==> src/rtl/imem_loader_pkg.sv <==
// Shared definitions for the instruction-memory boot loader: FSM states,
// word geometry and the byte-lane insertion helper.
package imem_loader_pkg;

  localparam int WORD_BYTES = 4;
  localparam int IDX_W      = 2;

  typedef enum logic [2:0] {
    IDLE  = 3'd0,
    LOAD  = 3'd1,
    WRITE = 3'd2,
    DONE  = 3'd3,
    ERR   = 3'd4
  } state_t;

  // Insert a byte into lane idx of a 32-bit word (lane 0 is the LSB).
  function automatic logic [31:0] place_byte(input logic [31:0] word,
                                             input logic [7:0]  b,
                                             input logic [IDX_W-1:0] idx);
    logic [31:0] w;
    w = word;
    w[{idx, 3'b000} +: 8] = b;
    return w;
  endfunction

endpackage

==> src/rtl/imem_loader_byte_packer.sv <==
// Little-endian byte packer: collects up to four bytes into a 32-bit word,
// leaving unfilled upper lanes at zero, and flags when the word is complete.
module imem_loader_byte_packer
  import imem_loader_pkg::*;
(
  input  logic        clk,
  input  logic        rst_n,
  input  logic        i_clear,
  input  logic        i_accept,
  input  logic [7:0]  i_byte,
  input  logic        i_last,
  output logic [31:0] o_word,
  output logic        o_full
);

  logic [IDX_W-1:0] r_idx;
  logic [31:0]      r_word;
  logic             w_full;

  // Word completes on the fourth byte or on an early last byte.
  always_comb begin
    w_full = i_accept && ((r_idx == IDX_W'(WORD_BYTES - 1)) || i_last);
  end

  // Byte index and word buffer; clear wins over a (never concurrent) accept.
  always_ff @(posedge clk or negedge rst_n) begin
    if (!rst_n) begin
      r_idx  <= '0;
      r_word <= '0;
    end else if (i_clear) begin
      r_idx  <= '0;
      r_word <= '0;
    end else if (i_accept) begin
      r_word <= place_byte(r_word, i_byte, r_idx);
      if (!w_full) begin
        r_idx <= r_idx + 1'b1;
      end
    end
  end

  assign o_word = r_word;
  assign o_full = w_full;

endmodule

==> src/rtl/imem_loader.sv <==
// Boot-time instruction memory loader: accepts a byte stream, packs it into
// little-endian words and writes them to consecutive word addresses while
// holding the core in reset.
module imem_loader
  import imem_loader_pkg::*;
#(
  parameter int          N    = 8,
  parameter int unsigned BASE = 0
) (
  input  logic         clk,
  input  logic         rst_n,
  input  logic         start,
  input  logic [7:0]   rx_data,
  input  logic         rx_valid,
  input  logic         rx_last,
  output logic         rx_ready,
  output logic         WE,
  output logic [N-1:0] WA,
  output logic [31:0]  WD,
  output logic         cpu_hold,
  output logic         done,
  output logic         err,
  output logic [N-2:0] words
);

  localparam logic [N-1:0] BASE_A = BASE[N-1:0];
  localparam logic [N-1:0] STEP_A = N'(WORD_BYTES);
  // Highest word-aligned address; writing here ends the session unless last.
  localparam logic [N-1:0] TOP_A  = {{(N-2){1'b1}}, 2'b00};

  state_t       r_state;
  state_t       w_state_next;
  logic [N-1:0] r_addr;
  logic [N-2:0] r_words;
  logic         r_last_seen;
  logic [N-1:0] r_wa_hold;
  logic [31:0]  r_wd_hold;

  logic         w_rx_ready;
  logic         w_we;
  logic         w_hold;
  logic         w_done;
  logic         w_err;
  logic         w_accept;
  logic         w_start_ok;
  logic         w_clear;
  logic [31:0]  w_word;
  logic         w_full;

  assign w_accept   = rx_valid && w_rx_ready;
  assign w_start_ok = start && ((r_state == IDLE) || (r_state == DONE) || (r_state == ERR));
  assign w_clear    = w_start_ok || (r_state == WRITE);

  imem_loader_byte_packer u_packer (
    .clk      (clk),
    .rst_n    (rst_n),
    .i_clear  (w_clear),
    .i_accept (w_accept),
    .i_byte   (rx_data),
    .i_last   (rx_last),
    .o_word   (w_word),
    .o_full   (w_full)
  );

  // State register.
  always_ff @(posedge clk or negedge rst_n) begin
    if (!rst_n) begin
      r_state <= IDLE;
    end else begin
      r_state <= w_state_next;
    end
  end

  // Next-state and Moore outputs.
  always_comb begin
    w_state_next = r_state;
    w_rx_ready   = 1'b0;
    w_we         = 1'b0;
    w_hold       = 1'b0;
    w_done       = 1'b0;
    w_err        = 1'b0;
    case (r_state)
      IDLE: begin
        if (start) w_state_next = LOAD;
      end
      LOAD: begin
        w_rx_ready = 1'b1;
        w_hold     = 1'b1;
        if (w_full) w_state_next = WRITE;
      end
      WRITE: begin
        w_we   = 1'b1;
        w_hold = 1'b1;
        if (r_last_seen)          w_state_next = DONE;
        else if (r_addr == TOP_A) w_state_next = ERR;
        else                      w_state_next = LOAD;
      end
      DONE: begin
        w_done = 1'b1;
        if (start) w_state_next = LOAD;
      end
      ERR: begin
        w_err  = 1'b1;
        w_hold = 1'b1;
        if (start) w_state_next = LOAD;
      end
      default: w_state_next = IDLE;
    endcase
  end

  // Address counter, word count, last-byte flag and write-port hold registers.
  always_ff @(posedge clk or negedge rst_n) begin
    if (!rst_n) begin
      r_addr      <= BASE_A;
      r_words     <= '0;
      r_last_seen <= 1'b0;
      r_wa_hold   <= BASE_A;
      r_wd_hold   <= '0;
    end else begin
      if (w_start_ok) begin
        r_addr      <= BASE_A;
        r_words     <= '0;
        r_last_seen <= 1'b0;
      end
      if ((r_state == LOAD) && w_full) begin
        r_last_seen <= rx_last;
      end
      if (r_state == WRITE) begin
        r_words     <= r_words + 1'b1;
        r_wa_hold   <= r_addr;
        r_wd_hold   <= w_word;
        r_last_seen <= 1'b0;
        if (!r_last_seen && (r_addr != TOP_A)) begin
          r_addr <= r_addr + STEP_A;
        end
      end
    end
  end

  // During WRITE the port shows the live address/word; afterwards it holds them.
  assign WA       = (r_state == WRITE) ? r_addr : r_wa_hold;
  assign WD       = (r_state == WRITE) ? w_word : r_wd_hold;
  assign WE       = w_we;
  assign rx_ready = w_rx_ready;
  assign cpu_hold = w_hold;
  assign done     = w_done;
  assign err      = w_err;
  assign words    = r_words;

endmodule

==> config.mk <==
export PLATFORM = sky130hd
export DESIGN_NAME = imem_loader
export DESIGN_NICKNAME = d
export VERILOG_FILES = /design/src/rtl/imem_loader_pkg.sv /design/src/rtl/imem_loader_byte_packer.sv /design/src/rtl/imem_loader.sv
export SDC_FILE = /design/constraint.sdc
export NUM_CORES = 1
export LEC_CHECK = 0
export ABC_AREA = 1
export CAP_MARGIN = 25
export CORE_UTILIZATION = 54
export CTS_CLUSTER_SIZE = 40
export DETAILED_ROUTE_END_ITERATION = 6
export PLACE_DENSITY_LB_ADDON = 0.08
export RECOVER_POWER = 100
export SLEW_MARGIN = 20
export SYNTH_ARGS = -nofsm -noshare
export SYNTH_HDL_FRONTEND = slang
export SYNTH_SLANG_ARGS = --single-unit
==> constraint.sdc <==
create_clock -name clk -period 2.1 [get_ports clk]
set_input_delay 0.315 -clock clk [delete_from_list [all_inputs] [get_ports clk]]
set_output_delay 0.315 -clock clk [all_outputs]
set_load 0.1 [all_outputs]
# After elaboration in Yosys (flattened, before gate mapping)
# Index checks and enable logic that the tools add are counted.
# word_totals
input_bits	13
out_inout_bits	52
elab_cells	68
register_bits	93
# op_classes
n_eq_ne	10
n_reduce_logical	18
n_mux	26
addsub	4
shifts	2
# ops
operator	n
$mux 32	3
$bwmux 32	1
$mux 8	4
$shift 8x7->32 const A	1
$shiftx 8x7->32	1
$mux 7	2
$mux 3	4
$pmux 3 s3	1
$add 8x3->8 const B	1
$eq 8x8->1 const B	1
$mux 1	8
$ne 8x8->1 const B	1
$add 7x1->7 const B	1
$neg 5->7	1
$eq 3x2->1 const B	2
$mux 2	3
$reduce_or 3->1	2
$logic_and 1x1->1	5
$logic_or 1x1->1	4
$ne 2x1->1 const B	2
$reduce_and 2->1	2
$reduce_bool 2->1	2
$eq 3x1->1 const B	1
$eq 3x3->1 const B	1
other kinds (6)	6

# Longest topological paths before layout
# depth
word_depth	7
mapped_depth	9
mapped_depth_nobuf	9

# By module
# A second synthesis with hierarchy kept.
# unflattened
cells_unflattened	502
hier_area_um2	4145.2
# by_module_without_submodules
module	cells_per_inst	area_each_um2	seq_area_each_um2	n_inst
imem_loader	309	2585.0	1476.4	1
imem_loader_byte_packer	193	1560.2	850.8	1

# Least setup slack after synthesis
# Ideal clock, no wire load.
# synth_path
path_type	register -> register
start	reg r_state[0]
end	reg r_wa_hold[0]
path_buffers	1
stages_incl_launch_ff	7
arrival_ns	3.130
required_ns	1.747
setup_time_ns	0.353
period_less_slack_ns	3.483
slack_ns	-1.383
cell_sequence	dfrtp_1 inv_2 nand2_1 nor2_4 inv_2 buf_2 o21ai_0
# synth_via
elab_chain_len	2
# synth_lines
element	line	rtl
start: declaration	imem_loader.sv:31	state_t r_state;
start signal: assignment	imem_loader.sv:70	r_state <= w_state_next;
$eq 3x2->1	n/a	
$mux 8	n/a	
named net WA[0]	imem_loader.sv:18	output logic [N-1:0] WA,
end signal: assignment	imem_loader.sv:130	r_wa_hold <= r_addr;
end: declaration	imem_loader.sv:36	logic [N-1:0] r_wa_hold;
# The timed path passes the listed nets, and every way through them passes these cells.
# A chain may end at the register's enable or synchronous reset.

# Worst setup path after layout
# layout_path
start	reg r_state[2]
end	out WA[7]
# layout_via
elab_chain_len	2
# layout_lines
element	line	rtl
$eq 3x2->1	imem_loader.sv:141	assign WA = (r_state == WRITE) ? r_addr : r_wa_hold;
$mux 8	n/a	
end: declaration	imem_loader.sv:18	
# No other way between the ends.

==> metrics.md <==
| Metric | Value |
|---|---|
| CP Capture Type | `output pin` |
| Largest net degree at the start of global routing | `between 90 and 100` |
| Max clock buf depth | `2` |
| Core area | `a little under 8000 sq um` |
| Setup crit start | `r_state[2]` |
| Post-Synth Adder-Cell Area | `2.000%` |
| Vias | `slightly below 4000` |
| Syn Area/Cell | `8.232 sq um` |
| Ant diodes | `0` |
| PortBufs | `64` |
| P_leak | `2.851 nW` |
| Synth warn | `0` |
| Die Y | `92.06 um` |
| Setup tns final | `0 ns` |
| Fillcell total | `546` |
| Critical Path AT | `1.72 ns` |
| Worst-margin pin slew | `roughly 1.2 ns` |
| Non-Filler Instances | `approximately 700` |
| Skew-Pair Late Insertion Delay | `around 0.37 ns` |
| DR DRC count | `0` |
| Synth Register Bits | `93` |
| Distinct cells, synth | `28` |
| Sequential share of power | `~30%` |
| First drt pass iteration count | `4` |
| Power Density | `1236 nW/um^2` |
| Initial Util | `56.38%` |
| Switching power | `between 3 and 4 mW` |
| Worst-path clk slew | `~0.09 ns` |
| GRT Util Overall | `27.05%` |
| Status | `finished clean` |
| Post-synth ARST share | `100.0%` |
| Final Wtd Congestion | `0.9437` |
| Kind of critical path | `flop to output pin` |
| Post-Syn Area | `~4400 sq um` |
| Sequential share of the synthesized area | `53.14%` |
| Slew headroom | `18.29%` |
| Number of nets in the layout | `621` |
| Register area | `2328 sq um` |
| VDD IR-drop max | `0.4986 mV` |
| Post-synthesis xor/xnor area fraction | `0.2000%` |
| Fin Hold WS | `0.3170 ns` |
| Simple-gate share of the synthesized area | `33.06%` |
| Synthesized net count | `552` |
| Worst path max stage delay | `0.49 ns` |
| Inst Count DP | `between 600 and 700` |
| Total wire length | `between 10000 and 15000 um` |
| 1st-iter DRT viols | `299` |
| Post-layout min period | `around 2.0 ns` |
| Layout cells sized above 1 | `a little under a quarter` |
| I/O pin count | `65` |
| Power Total | `7.364 mW` |
| Fin area | `5957 sq um` |
| Syn-to-layout area delta | `36.03%` |
| Count of antenna-violating nets left after detailed routing | `0` |
| R2R depth | `7` |
| Die W | `92.06 um` |
| Synth Area in Compound Gates | `5.257%` |
| Initial antenna violation count | `0` |
| Post-synth EDFFs | `0` |
| Sw Ratio | `between 40 and 50%` |
| Crit-path cells | `nor2_4, buf_12, buf_16, nand2_1, nand2_2, buf_12` |
| Vias in the first global route | `3720` |
| Reg2reg start | `u_packer.r_idx[0]` |
| Largest family of logic cells by synthesized area | `simple AND/OR/NAND/NOR gates` |
| CP dominant cell by count | `buf_12` |
| MaxCap Viol Count | `0` |
| Final hold viol count | `0` |
| CTS sink cnt | `93` |
| Setup violators final | `0` |
| Period utilisation layout | `96.94%` |
| Internal | `3.755 mW` |
| Num CTS Buffers | `9` |
| CP delay by family, top | `flip-flops` |
| Worst Skew | `0.01226 ns` |
| CP Launch Type | `flop` |
| CTS tree | `built` |
| Comb power frac | `55.2%` |
| Area of the multi-input gates | `1897 sq um` |
| Mux contribution to synthesized area | `0%` |
| Most common cell after layout, fill and taps aside | `nand2_1` |
| First-pass GRT wire length | `about 18000 um` |
| Most frequent cells in the layout | `185 x nand2_1, 92 x dfrtp_1, 47 x buf_12` |
| WP data required | `between 1.5 and 2 ns` |
| Detailed Place HPWL | `6972 um` |
| Post-placement cell area | `5585 sq um` |
| DR WL/cell | `15.33 um` |
| WP depth | `6` |
| Clock power share | `15.1%` |
| Number of hold buffers added after cts | `0` |
| GRT overflow | `0` |
| Top FF cell, synth | `dfrtp_1` |
| Pins Over Slew Limit | `0` |
| Cells after synthesis | `532` |
| Cell Rows | `32` |
| H-tree depth | `3` |
| Buf+Inv Stages, Crit Path | `3` |
| Worst hold path class | `input pin to async pin` |
| Full die area | `8474 sq um` |
| Achievable Freq | `491.2 MHz` |
| CTS root buf | `clkbuf_8` |
| Slowest CP cell | `dfrtp_2` |
| Vias/cell | `5.449` |
| CP max FO | `13` |
state kept, by name, indices dropped and copies added, names as in the netlist:
register,cells
r_wd_hold,32
u_packer.o_word,32
r_addr,8
r_wa_hold,8
words,7
r_state,3
u_packer.r_idx,2
r_last_seen,1
per-layer routing:
| metal | track usage (%) | vias to the layer above | wire length [um] |
|---|---|---|---|
| li1 | - | 1848 | - |
| met1 | 37.58 | 1825 | 4729 |
| met2 | 43.10 | 166 | 5242 |
| met3 | 5.058 | 19 | 699 |
| met4 | 8.594 | 0 | 182 |
| met5 | 0 | - | 0 |
Yosys cell counts (7+ instances only):
library cell / number / area, sq um
nand4_1: 12 / 75.07
buf_6: 7 / 78.83
ha_1: 7 / 87.58
nand3_1: 44 / 220.2
inv_1: 29 / 108.9
nor2_1: 30 / 112.6
nand2_1: 213 / 799.5
o21ai_0: 13 / 65.06
dfrtp_1: 93 / 2327
a21oi_1: 27 / 135.1
buf_2: 9 / 45.04
nor3_1: 16 / 80.08
power groups by stage:
stage	clock network, mW	logic, mW	registers (mW)
after floorplan	0	2.54	2.32
after global placement	0	3.63	2.22
after detailed placement	0	3.69	2.23
after CTS	1.13	3.90	2.18
after global routing	1.20	4.30	2.21
final	1.11	4.06	2.19
layout make-up:
type / instances / share of cell area, %
clock inverter: 5 / 0.5881
sequential: 93 / 39.09
tap: 102 / 2.142
timing repair buffer: 77 / 21.70
multi-input combinational: 384 / 31.84
clock buffer: 11 / 2.373
inverter: 36 / 2.268
through the flow:
step | utilization (%) | worst slack (ns)
finish | 76.69 | 0.06436
detailed placement | 71.91 | 0.2718
global placement | 71.91 | 0.3882
global route | 76.69 | -0.02227
floorplan | - | -0.1320
CTS | 75.48 | 0.004165
cell families after synthesis:
family / count (synthesis)
AOI/OAI and AO/OA: 44
xor gates and xnor gates: 1
adders and majority gates: 7
buffers and inverters: 55
DFF: 93
and+or+nand+nor: 332
what timing repair did:
item	CTS	global route
gates cloned	2	2
setup endpoints to repair	33	41
pin swaps	1	2
gates resized for setup	7	17
setup buffers	3	1
endpoints found under the hold margin	0	0
final timing paths:
check / end / slack, ns
worst min-delay path: r_wd_hold[0] / 0.32
worst min register to register: r_wd_hold[27] / 0.50
worst max register to register: u_packer.o_word[29] / 0.21
min in group clk: r_wd_hold[27] / 0.50
max in group asynchronous: r_state[2] / 0.93
worst max-delay path: WA[7] / 0.06
Note: power is estimated with default switching activity, not from simulation.
